[src/rtl/mem_pkg.sv]
// Shared encodings for the MEM-stage load/store controller: op codes, Dmemory
// byte counts, FSM state constants and small decode helpers.
package mem_pkg;

  localparam logic [2:0] OP_LB  = 3'd0;
  localparam logic [2:0] OP_LBU = 3'd1;
  localparam logic [2:0] OP_LH  = 3'd2;
  localparam logic [2:0] OP_LHU = 3'd3;
  localparam logic [2:0] OP_LW  = 3'd4;
  localparam logic [2:0] OP_SB  = 3'd5;
  localparam logic [2:0] OP_SH  = 3'd6;
  localparam logic [2:0] OP_SW  = 3'd7;

  localparam logic [2:0] ROL_B = 3'd1;
  localparam logic [2:0] ROL_H = 3'd2;
  localparam logic [2:0] ROL_W = 3'd4;

  typedef logic [2:0] state_t;
  localparam state_t ST_IDLE  = 3'd0;
  localparam state_t ST_ISSUE = 3'd1;
  localparam state_t ST_ARM   = 3'd2;
  localparam state_t ST_WAIT  = 3'd3;
  localparam state_t ST_DONE  = 3'd4;

  function automatic logic is_store(input logic [2:0] op);
    return (op == OP_SB) || (op == OP_SH) || (op == OP_SW);
  endfunction

  function automatic logic [2:0] op_rol(input logic [2:0] op);
    case (op)
      OP_LB, OP_LBU, OP_SB: return ROL_B;
      OP_LH, OP_LHU, OP_SH: return ROL_H;
      default:              return ROL_W;
    endcase
  endfunction

  function automatic logic misaligned(input logic [2:0] op, input logic [1:0] a);
    case (op_rol(op))
      ROL_H:   return a[0];
      ROL_W:   return (a != 2'b00);
      default: return 1'b0;
    endcase
  endfunction

  // Loads put nothing on the write bus; narrow stores clear the unused upper bits.
  function automatic logic [31:0] store_data(input logic [2:0] op, input logic [31:0] wd);
    case (op)
      OP_SB:   return {24'h00_0000, wd[7:0]};
      OP_SH:   return {16'h0000, wd[15:0]};
      OP_SW:   return wd;
      default: return 32'h0000_0000;
    endcase
  endfunction

endpackage

[src/rtl/mem_access_ctrl_load_extend.sv]
// Combinational sign/zero extension of right-aligned Dmemory read data.
module load_extend
  import mem_pkg::*;
(
  input  logic [2:0]  op,
  input  logic [31:0] dm_rdata,
  output logic [31:0] ext
);

  always_comb begin
    case (op)
      OP_LB:   ext = {{24{dm_rdata[7]}}, dm_rdata[7:0]};
      OP_LBU:  ext = {24'h00_0000, dm_rdata[7:0]};
      OP_LH:   ext = {{16{dm_rdata[15]}}, dm_rdata[15:0]};
      OP_LHU:  ext = {16'h0000, dm_rdata[15:0]};
      default: ext = dm_rdata;
    endcase
  end

endmodule

[src/rtl/mem_access_ctrl.sv]
// MEM-stage load/store controller: alignment check, Dmemory handshake,
// busy wait with timeout, load extension and pipeline stall control.
module mem_access_ctrl
  import mem_pkg::*;
#(
  parameter int WAIT_MAX = 64
) (
  input  logic        clk,
  input  logic        rst,
  input  logic        req,
  input  logic [2:0]  op,
  input  logic [31:0] addr,
  input  logic [31:0] wdata,
  output logic        stall,
  output logic        done,
  output logic        err,
  output logic [31:0] rdata,
  output logic        dm_start,
  output logic        dm_wea,
  output logic [31:0] dm_addr,
  output logic [31:0] dm_wdata,
  output logic [2:0]  dm_rol,
  input  logic        dm_busy,
  input  logic [31:0] dm_rdata
);

  localparam int CNT_W = $clog2(WAIT_MAX + 1);

  state_t             state_q, state_d;
  logic [2:0]         op_q, op_d;
  logic               err_q, err_d;
  logic [31:0]        rdata_q, rdata_d;
  logic               dm_wea_q, dm_wea_d;
  logic [31:0]        dm_addr_q, dm_addr_d;
  logic [31:0]        dm_wdata_q, dm_wdata_d;
  logic [2:0]         dm_rol_q, dm_rol_d;
  logic [CNT_W-1:0]   cnt_q, cnt_d;
  logic [31:0]        ext_s;

  load_extend u_load_extend (
    .op       (op_q),
    .dm_rdata (dm_rdata),
    .ext      (ext_s)
  );

  always_comb begin
    state_d    = state_q;
    op_d       = op_q;
    err_d      = err_q;
    rdata_d    = rdata_q;
    dm_wea_d   = dm_wea_q;
    dm_addr_d  = dm_addr_q;
    dm_wdata_d = dm_wdata_q;
    dm_rol_d   = dm_rol_q;
    cnt_d      = cnt_q;
    case (state_q)
      ST_IDLE: begin
        if (req) begin
          // A rejected access never touches the Dmemory-facing registers.
          if (misaligned(op, addr[1:0])) begin
            state_d = ST_DONE;
            err_d   = 1'b1;
          end else begin
            state_d    = ST_ISSUE;
            op_d       = op;
            dm_wea_d   = is_store(op);
            dm_addr_d  = addr;
            dm_wdata_d = store_data(op, wdata);
            dm_rol_d   = op_rol(op);
          end
        end else begin
          state_d = ST_IDLE;
        end
      end
      ST_ISSUE: state_d = ST_ARM;
      ST_ARM: begin
        state_d = ST_WAIT;
        cnt_d   = '0;
      end
      ST_WAIT: begin
        if (!dm_busy) begin
          state_d = ST_DONE;
          if (!is_store(op_q)) begin
            rdata_d = ext_s;
          end else begin
            rdata_d = rdata_q;
          end
        end else if (cnt_q == CNT_W'(WAIT_MAX - 1)) begin
          state_d = ST_DONE;
          err_d   = 1'b1;
          rdata_d = 32'h0000_0000;
        end else begin
          cnt_d = cnt_q + CNT_W'(1);
        end
      end
      ST_DONE: begin
        state_d  = ST_IDLE;
        err_d    = 1'b0;
        dm_wea_d = 1'b0;
      end
      default: state_d = ST_IDLE;
    endcase
  end

  always_ff @(posedge clk) begin
    if (rst) begin
      state_q    <= ST_IDLE;
      op_q       <= OP_LW;
      err_q      <= 1'b0;
      rdata_q    <= 32'h0000_0000;
      dm_wea_q   <= 1'b0;
      dm_addr_q  <= 32'h0000_0000;
      dm_wdata_q <= 32'h0000_0000;
      dm_rol_q   <= ROL_W;
      cnt_q      <= '0;
    end else begin
      state_q    <= state_d;
      op_q       <= op_d;
      err_q      <= err_d;
      rdata_q    <= rdata_d;
      dm_wea_q   <= dm_wea_d;
      dm_addr_q  <= dm_addr_d;
      dm_wdata_q <= dm_wdata_d;
      dm_rol_q   <= dm_rol_d;
      cnt_q      <= cnt_d;
    end
  end

  // In IDLE the stall follows req so the pipeline freezes in the accept cycle.
  assign stall    = (state_q == ST_IDLE) ? req : (state_q != ST_DONE);
  assign done     = (state_q == ST_DONE);
  assign err      = err_q;
  assign rdata    = rdata_q;
  assign dm_start = (state_q == ST_ISSUE);
  assign dm_wea   = dm_wea_q;
  assign dm_addr  = dm_addr_q;
  assign dm_wdata = dm_wdata_q;
  assign dm_rol   = dm_rol_q;

endmodule
[config.mk]
export PLATFORM = sky130hd
export DESIGN_NAME = mem_access_ctrl
export DESIGN_NICKNAME = d
export VERILOG_FILES = /design/src/rtl/mem_pkg.sv /design/src/rtl/mem_access_ctrl_load_extend.sv /design/src/rtl/mem_access_ctrl.sv
export SDC_FILE = /design/constraint.sdc
export NUM_CORES = 1
export LEC_CHECK = 0
export ABC_AREA = 1
export CORE_AREA = 2 2 112 114
export CTS_BUF_LIST = sky130_fd_sc_hd__clkbuf_16
export CTS_CLUSTER_SIZE = 12
export DETAILED_ROUTE_END_ITERATION = 16
export DIE_AREA = 0 0 114 116
export PLACE_DENSITY = 0.84
export RECOVER_POWER = 100
export SLEW_MARGIN = 15
export SYNTH_ARGS = -nofsm -noshare
export SYNTH_HDL_FRONTEND = slang
export SYNTH_SLANG_ARGS = --single-unit
[constraint.sdc]
create_clock -name clk -period 2.65 [get_ports clk]
set_input_delay 0.3975 -clock clk [delete_from_list [all_inputs] [get_ports clk]]
set_output_delay 0.3975 -clock clk [all_outputs]
set_load 0.005 [all_outputs]
==> reports/metrics.yaml, run 1 <==
synth_largest_area_cell: "sky130_fd_sc_hd__dfxtp_1"
synth_adder_area_share_pct: 0.236
cts.sink_count: 114
hold_viol_final: 0
cts_hold_buf: 0
grt_util_all_layers_pct: 21.9
sw_frac_of_total_pct: 27.4
timing.critical_path.from_type: "primary input"
dieHeight_um: 116
synth_largest_type_area_fraction_pct: 43.0
outcome: "finished clean"
min_period_over_period_pct: 83.4
antenna_violations_before_repair: 0
combinational_family_with_the_most_area_after_synthesis: "simple AND/OR/NAND/NOR gates"
avgRoutedWirePerCell_um: 12.5
wirelength_mm: 14.6
die_area_um2: 13200
setup-violations-final: 0
worst_skew_pair.late_latency_ns: 0.42
grt_max_degree: 84
areaGrowthSynthToFinish_pct: 48.2
cell_family_with_the_largest_share_of_critical_path_delay: "buffers and inverters"
max_cap_viol_count: 0
post-route-drc-count: 0
postSynthRegisterBits: 114
cpMostUsedCell: "sky130_fd_sc_hd__nand2_1"
simple_gate_fraction_of_synth_area_pct: 34.2
power.density_nw_per_um2: 633
worst_case_clock_skew_ns: 0.00672
power_report.internal_total_w: 0.00361
yosys.cell_types.count: 24
final_net_count: 1110
ys_async_sr_fraction_pct: 0
compound_cell_area_share_of_the_yosys_netlist_pct: 9.13
vias: 5420
floorplan.core_area_um2: 11900
ys.warnings.count: 0
ant_diodes: 0
worst-path-buf-inv: 2
global_route_wire_length_before_repair_mm: 23.0
leakage_nw: 3.89
hp-class: "flip-flop to flip-flop"
netSwitchingPower_w: 0.00136
die_width_um: 114
timing.critical_path.cells: "dlygate4sd3_1 > nand2_1 > nand2_1 > nand2_1 > nand2_1 > nand2_1 > nand3_1 > buf_12 > a21oi_1 > nor2_1"
cts_made_buffers: 17
drt_pre_antenna_iters: 4
vias_per_cell: 4.65
tritoncts: "done"
biggest_area_contributors_in_the_synthesized_netlist: "sky130_fd_sc_hd__dfxtp_1 43%, sky130_fd_sc_hd__nand2_1 14%, sky130_fd_sc_hd__nor2_1 13%"
avgSynthCellArea_um2: 6.50
fin_crit_ns: 2.21
crit_path_max_fanout: 83
share_of_cells_above_drive_strength_1_pct: 4.03
worst-slew-pin-transition_ns: 0.986
maximum_clock_rate_mhz: 453
crit_arrival_ns: 2.51
peakVddDrop_mv: 0.462
global_route.overflow_total: 0
synth.cell_area_um2: 5310
ys_dominant_reg_cell: "sky130_fd_sc_hd__dfxtp_1"
power.clock.fraction_pct: 39.8
cpPeakStageDelay_ns: 0.60
hpwl_mm: 9.77
synthesis.instances: 816
power.share.sequential_pct: 39.1
rows: 40
crit_slowest_cell: "sky130_fd_sc_hd__dlygate4sd3_1"
synth_top_cells_by_count: "200 x sky130_fd_sc_hd__nand2_1, 186 x sky130_fd_sc_hd__nor2_1, 114 x sky130_fd_sc_hd__dfxtp_1"
synth_sequential_area_ratio_pct: 43.0
place.gp.congestion: 0.846
fin_ws_ns: 0.440
pin_count: 207
cts-root-to-sink-buffers: 2
setup_tns_ns: 0
timing.critical_path.to_type: "flip-flop"
mappedNetlistNets: 920
effective_utilization_at_floorplan_pct: 44.5
maxSlewViolCount: 0
max-slew-margin-rel_pct: 34.3
drtAntennaViolNets: 0
rsz0062_at_grt: "no"
synth-xor-area-share_pct: 0.330
drt_iter0_drc: 416
cts-resized-gates: 0
first_global_vias: 4996
post_synth_edffs: 0
place_worst_setup_slack_ns: 0.414
yosysMostFrequentCell: "sky130_fd_sc_hd__nand2_1"
cp_data_required_time_ns: 2.95
ctsRootBufferMaster: "sky130_fd_sc_hd__clkbuf_16"
io_buffer_count: 206
postCtsSetupRepairBufs: 0
crit_type: "primary input to flip-flop"
combinationalPowerShare_pct: 21.1
ctsHtreeMaxLevel: 4
clk_pin_slew_worst_paths_ns: 0.05
synthMuxAreaShare_pct: 0
## sequential cells by signal, summed over array words and instances (netlist names)
register  count
dm_addr      32
dm_wdata     32
rdata        32
cnt_q         7
dm_rol        3
op_q          3
state_q       3
dm_wea        1
err           1
## worst reg2reg max path: cells and delay by family, from the launching register on
kind	cells	cell delay [ns]
AOI/OAI and AO/OA	2	0.24
buffers and inverters	2	0.75
DFF	1	0.52
and+or+nand+nor	3	0.48
## routing by layer
layer,up-vias,GRT usage [%],wire (um)
li1,2871,-,-
met1,2338,25.4,6340
met2,172,36.7,6790
met3,39,6.38,936
met4,0,11.7,499
met5,-,0,0
## cells in the final DEF, fill, tap and decap left out, types with 2 or more instances in the layout
cell / instances
sky130_fd_sc_hd__a21oi_1: 49
sky130_fd_sc_hd__clkdlybuf4s50_1: 100
sky130_fd_sc_hd__nand3_2: 3
sky130_fd_sc_hd__inv_2: 5
sky130_fd_sc_hd__clkinv_2: 3
sky130_fd_sc_hd__dlygate4sd3_1: 105
sky130_fd_sc_hd__nor2_1: 188
sky130_fd_sc_hd__dfxtp_1: 114
sky130_fd_sc_hd__inv_1: 113
sky130_fd_sc_hd__xor2_1: 2
sky130_fd_sc_hd__nand4_1: 22
sky130_fd_sc_hd__buf_4: 8
sky130_fd_sc_hd__clkbuf_16: 17
sky130_fd_sc_hd__clkinv_1: 7
sky130_fd_sc_hd__o21bai_1: 10
sky130_fd_sc_hd__nand3_1: 30
sky130_fd_sc_hd__o21ai_0: 31
sky130_fd_sc_hd__nand2_1: 202
## per-stage QoR
stage	total power, W	util [%]	cell area [um^2]	std cells	hold WS (ns)
4_1_cts	0.00510	66.3	7890	1165	0.448
5_1_grt	0.00525	66.0	7860	1165	0.462
3_3_place_gp	0.00308	62.0	7390	1134	0.434
3_5_place_dp	0.00310	62.0	7390	1134	0.440
2_1_floorplan	0.00257	-	5310	816	0.442
6_report	0.00498	66.0	7860	1165	0.439
## worst paths after layout
kind / start / to / slack (ns) / depth (start not counted)
worst max register to register: op_q[2]$_SDFFE_PP1P_ / rdata[8]$_SDFFE_PP0P_ / 0.59 / 7
worst min register to register: err$_SDFFE_PP0P_ / err$_SDFFE_PP0P_ / 0.44 / 2
worst min-delay path: err$_SDFFE_PP0P_ / err$_SDFFE_PP0P_ / 0.44 / 2
worst max-delay path: op[2] / dm_wdata[0]$_SDFFE_PP0P_ / 0.44 / 10
## area by class of cell
type / instances / area [um^2]
fill: 1063 / 4050
multi-input combinational: 541 / 2310
sequential: 114 / 2280
timing repair buffer: 217 / 2150
inverter: 115 / 432
clock buffer: 17 / 425
tap: 147 / 184
clock inverter: 14 / 82.6
## power by group through the flow
stage | clock network (W) | registers (W) | logic, W
2_1_floorplan | 0 | 0.00199 | 0.000582
3_5_place_dp | 0 | 0.00199 | 0.00111
4_1_cts | 0.00202 | 0.00195 | 0.00112
6_report | 0.00198 | 0.00195 | 0.00105
5_1_grt | 0.00210 | 0.00196 | 0.00119
3_3_place_gp | 0 | 0.00198 | 0.00110
## cells by family after synthesis
group           after synthesis
simple gates                447
buf+inv                     161
flops                       114
compound gates               91
xor+xnor                      2
fa+ha+maj                     1
(Power assumes the default switching activity.)
==> run 2, diff against run 1 <==
--- a/config.mk
+++ b/config.mk
@@ -6,12 +6,12 @@
 export NUM_CORES = 1
 export LEC_CHECK = 0
 export ABC_AREA = 1
-export CORE_AREA = 2 2 112 114
+export CORE_AREA = 2 2 119 121
 export CTS_BUF_LIST = sky130_fd_sc_hd__clkbuf_16
 export CTS_CLUSTER_SIZE = 12
 export DETAILED_ROUTE_END_ITERATION = 16
-export DIE_AREA = 0 0 114 116
-export PLACE_DENSITY = 0.84
+export DIE_AREA = 0 0 121 123
+export PLACE_DENSITY = 0.79
 export RECOVER_POWER = 100
 export SLEW_MARGIN = 15
 export SYNTH_ARGS = -nofsm -noshare
==> constraint.sdc (replaced) <==
create_clock -name clk -period 1.8 [get_ports clk]
set_input_delay 0.27 -clock clk [delete_from_list [all_inputs] [get_ports clk]]
set_output_delay 0.27 -clock clk [all_outputs]
set_load 0.005 [all_outputs]
==> run 2 against run 1 <==
Against the previous run:
- sequential cell count did not move
- critical endpoint is now done
- wire length rose by 1.7%
- sequential share of layout area fell by 0.91 points
==> reports/metrics.yaml, run 2 (same netlist as run 1, synthesis figures left out) <==
outcome: "finished clean"
ant_diodes: 0
timing.critical_path.to_type: "primary output"
vias: 5582
wirelength_mm: 14.8
hp-class: "primary input to flip-flop"
cell_family_with_the_largest_share_of_critical_path_delay: "flip-flops"
dieHeight_um: 123
totalPowerFinal_w: 0.00739
antenna_violations_before_repair: 0
hold_viol_final: 0
place.gp.congestion: 0.884
final_net_count: 1131
cp_data_required_time_ns: 1.53
drtAntennaViolNets: 0
global_route.overflow_total: 0
fin_crit_ns: 1.64
crit-reg2reg-launch: "state_q[0]$_SDFFE_PP0P_"
floorplan.core_area_um2: 13600
die_area_um2: 14900
effective_utilization_at_floorplan_pct: 39.0
min_period_over_period_pct: 91.4
critPathCapture: "done"
clk_pin_slew_worst_paths_ns: 0.05
first_global_vias: 5201
r2r_slack_ns: 0.16
rsz0062_at_grt: "no"
post-route-drc-count: 0
die_width_um: 121
cts-root-to-sink-buffers: 2
timing.critical_path.from: "state_q[0]$_SDFFE_PP0P_"
cts_made_buffers: 17
tritoncts: "done"
crit_arrival_ns: 1.37
grt_util_all_layers_pct: 20.0
worst_skew_pair.late_latency_ns: 0.40
rows: 43
layout.core_utilization_pct: 59.7
maximum_clock_rate_mhz: 608
drt_iter0_drc: 298
timing.critical_path.cells: "nor2_2 > inv_2 > nor2_1 > dlygate4sd2_1"
fin_hold_ws_ns: 0.229
max_cap_viol_count: 0
worst-r2r-cell-count: 7
place_inst: 1188
power.density_nw_per_um2: 909
leakage_nw: 4.01
worst-slew-pin-transition_ns: 0.394
ctsRootBufferMaster: "sky130_fd_sc_hd__clkbuf_16"
global_route_wire_length_before_repair_mm: 24.0
crit_slowest_cell: "sky130_fd_sc_hd__dfxtp_1"
drt_pre_antenna_iters: 7
vias_per_cell: 4.58
finish.cell_count_without_fillers: 1218
r2r-end: "err$_SDFFE_PP0P_"
peakVddDrop_mv: 0.709
cts_hold_buf: 0
share_of_cells_above_drive_strength_1_pct: 6.84
cp.depth: 4
avgRoutedWirePerCell_um: 12.2
crit_path_max_fanout: 4
max-slew-margin-rel_pct: 73.7
ctsHtreeMaxLevel: 4
areaGrowthSynthToFinish_pct: 53.1
crit_type: "flip-flop to primary output"
hpwl_mm: 10.4
grt_max_degree: 44
io_buffer_count: 206
pin_count: 207
timing.critical_path.from_type: "flip-flop"
worst_case_clock_skew_ns: 0.00539
cts.sink_count: 114
final_common_cell: "sky130_fd_sc_hd__nand2_1"
cpPeakStageDelay_ns: 0.34
maxSlewViolCount: 0
worst-path-buf-inv: 2
mostFrequentLayoutCells: "201 x sky130_fd_sc_hd__nand2_1, 186 x sky130_fd_sc_hd__nor2_1, 112 x sky130_fd_sc_hd__inv_1, 112 x sky130_fd_sc_hd__dfxtp_1"
setup_tns_ns: 0
setup-violations-final: 0
-- run 2: changes by cell type in the layout (fill, tap and decap cells not counted), sizes merged --
cell,before,now
dlygate4sd2,0,3
clkdlybuf4s50,100,101
buf,10,31
dlygate4sd3,105,101
clkinv,10,9
-- run 2: worst reg2reg max path, stage by stage, from the launching register on --
cell,delay [ns]
sky130_fd_sc_hd__dfxtp_1,0.34
sky130_fd_sc_hd__nor2_2,0.15
sky130_fd_sc_hd__inv_2,0.07
sky130_fd_sc_hd__nor2_2,0.32
sky130_fd_sc_hd__clkbuf_4,0.35
sky130_fd_sc_hd__nand2_1,0.11
sky130_fd_sc_hd__nand3_1,0.12
sky130_fd_sc_hd__a21oi_1,0.07
-- run 2: where the power goes --
part           switching, W  leakage, nW  internal, W  total [W]
clock network       0.00108        0.265      0.00182    0.00290
logic              0.000810         2.81     0.000807    0.00162
registers          0.000115        0.932      0.00275    0.00286
-- run 2: worst min path at each step --
| stage | depth (start not counted) | slack, ns | start | to |
|---|---|---|---|---|
| after floorplan | 2 | 0.38 | op[2] | op_q[2]$_SDFFE_PP1P_ |
| after global placement | 2 | 0.43 | dm_addr[1]$_SDFFE_PP0P_ | dm_addr[1]$_SDFFE_PP0P_ |
| after detailed placement | 2 | 0.44 | dm_addr[1]$_SDFFE_PP0P_ | dm_addr[1]$_SDFFE_PP0P_ |
| after CTS | 2 | 0.22 | rst | cnt_q[6]$_SDFFE_PP0P_ |
| after global routing | 2 | 0.24 | rst | cnt_q[6]$_SDFFE_PP0P_ |
| final | 2 | 0.23 | rst | cnt_q[6]$_SDFFE_PP0P_ |
-- run 2: metrics by stage --
| step | setup slack (ns) | area (um^2) |
|---|---|---|
| after CTS | 0.133 | 8140 |
| final | 0.156 | 8120 |
| after floorplan | 0.399 | 5310 |
| after global placement | -0.0198 | 7630 |
| after detailed placement | -0.119 | 7630 |
| after global routing | 0.0120 | 8120 |
-- run 2: timing repair --
| item | in CTS | in global routing |
|---|---|---|
| setup buffers | 0 | 0 |
| resized for setup | 6 | 1 |
| gates cloned | 0 | 0 |
| endpoints found under the setup margin | 3 | 15 |
-- run 2: cell type report --
class,count,area (um^2)
clock buffers,17,425
clock inverters,13,81.3
fillers,1288,5490
inverters,115,432
multi-input cells,541,2330
flip-flops and latches,114,2280
well taps,180,225
repair buffers,238,2350
-- run 2: layer usage --
| metal | GRT usage [%] | part of all wire [%] | up-vias |
|---|---|---|---|
| li1 | - | - | 2909 |
| met1 | 23.6 | 43 | 2457 |
| met2 | 33.3 | 47 | 187 |
| met3 | 6.32 | 7.2 | 29 |
| met4 | 8.79 | 2.9 | 0 |
| met5 | 0 | 0 | - |
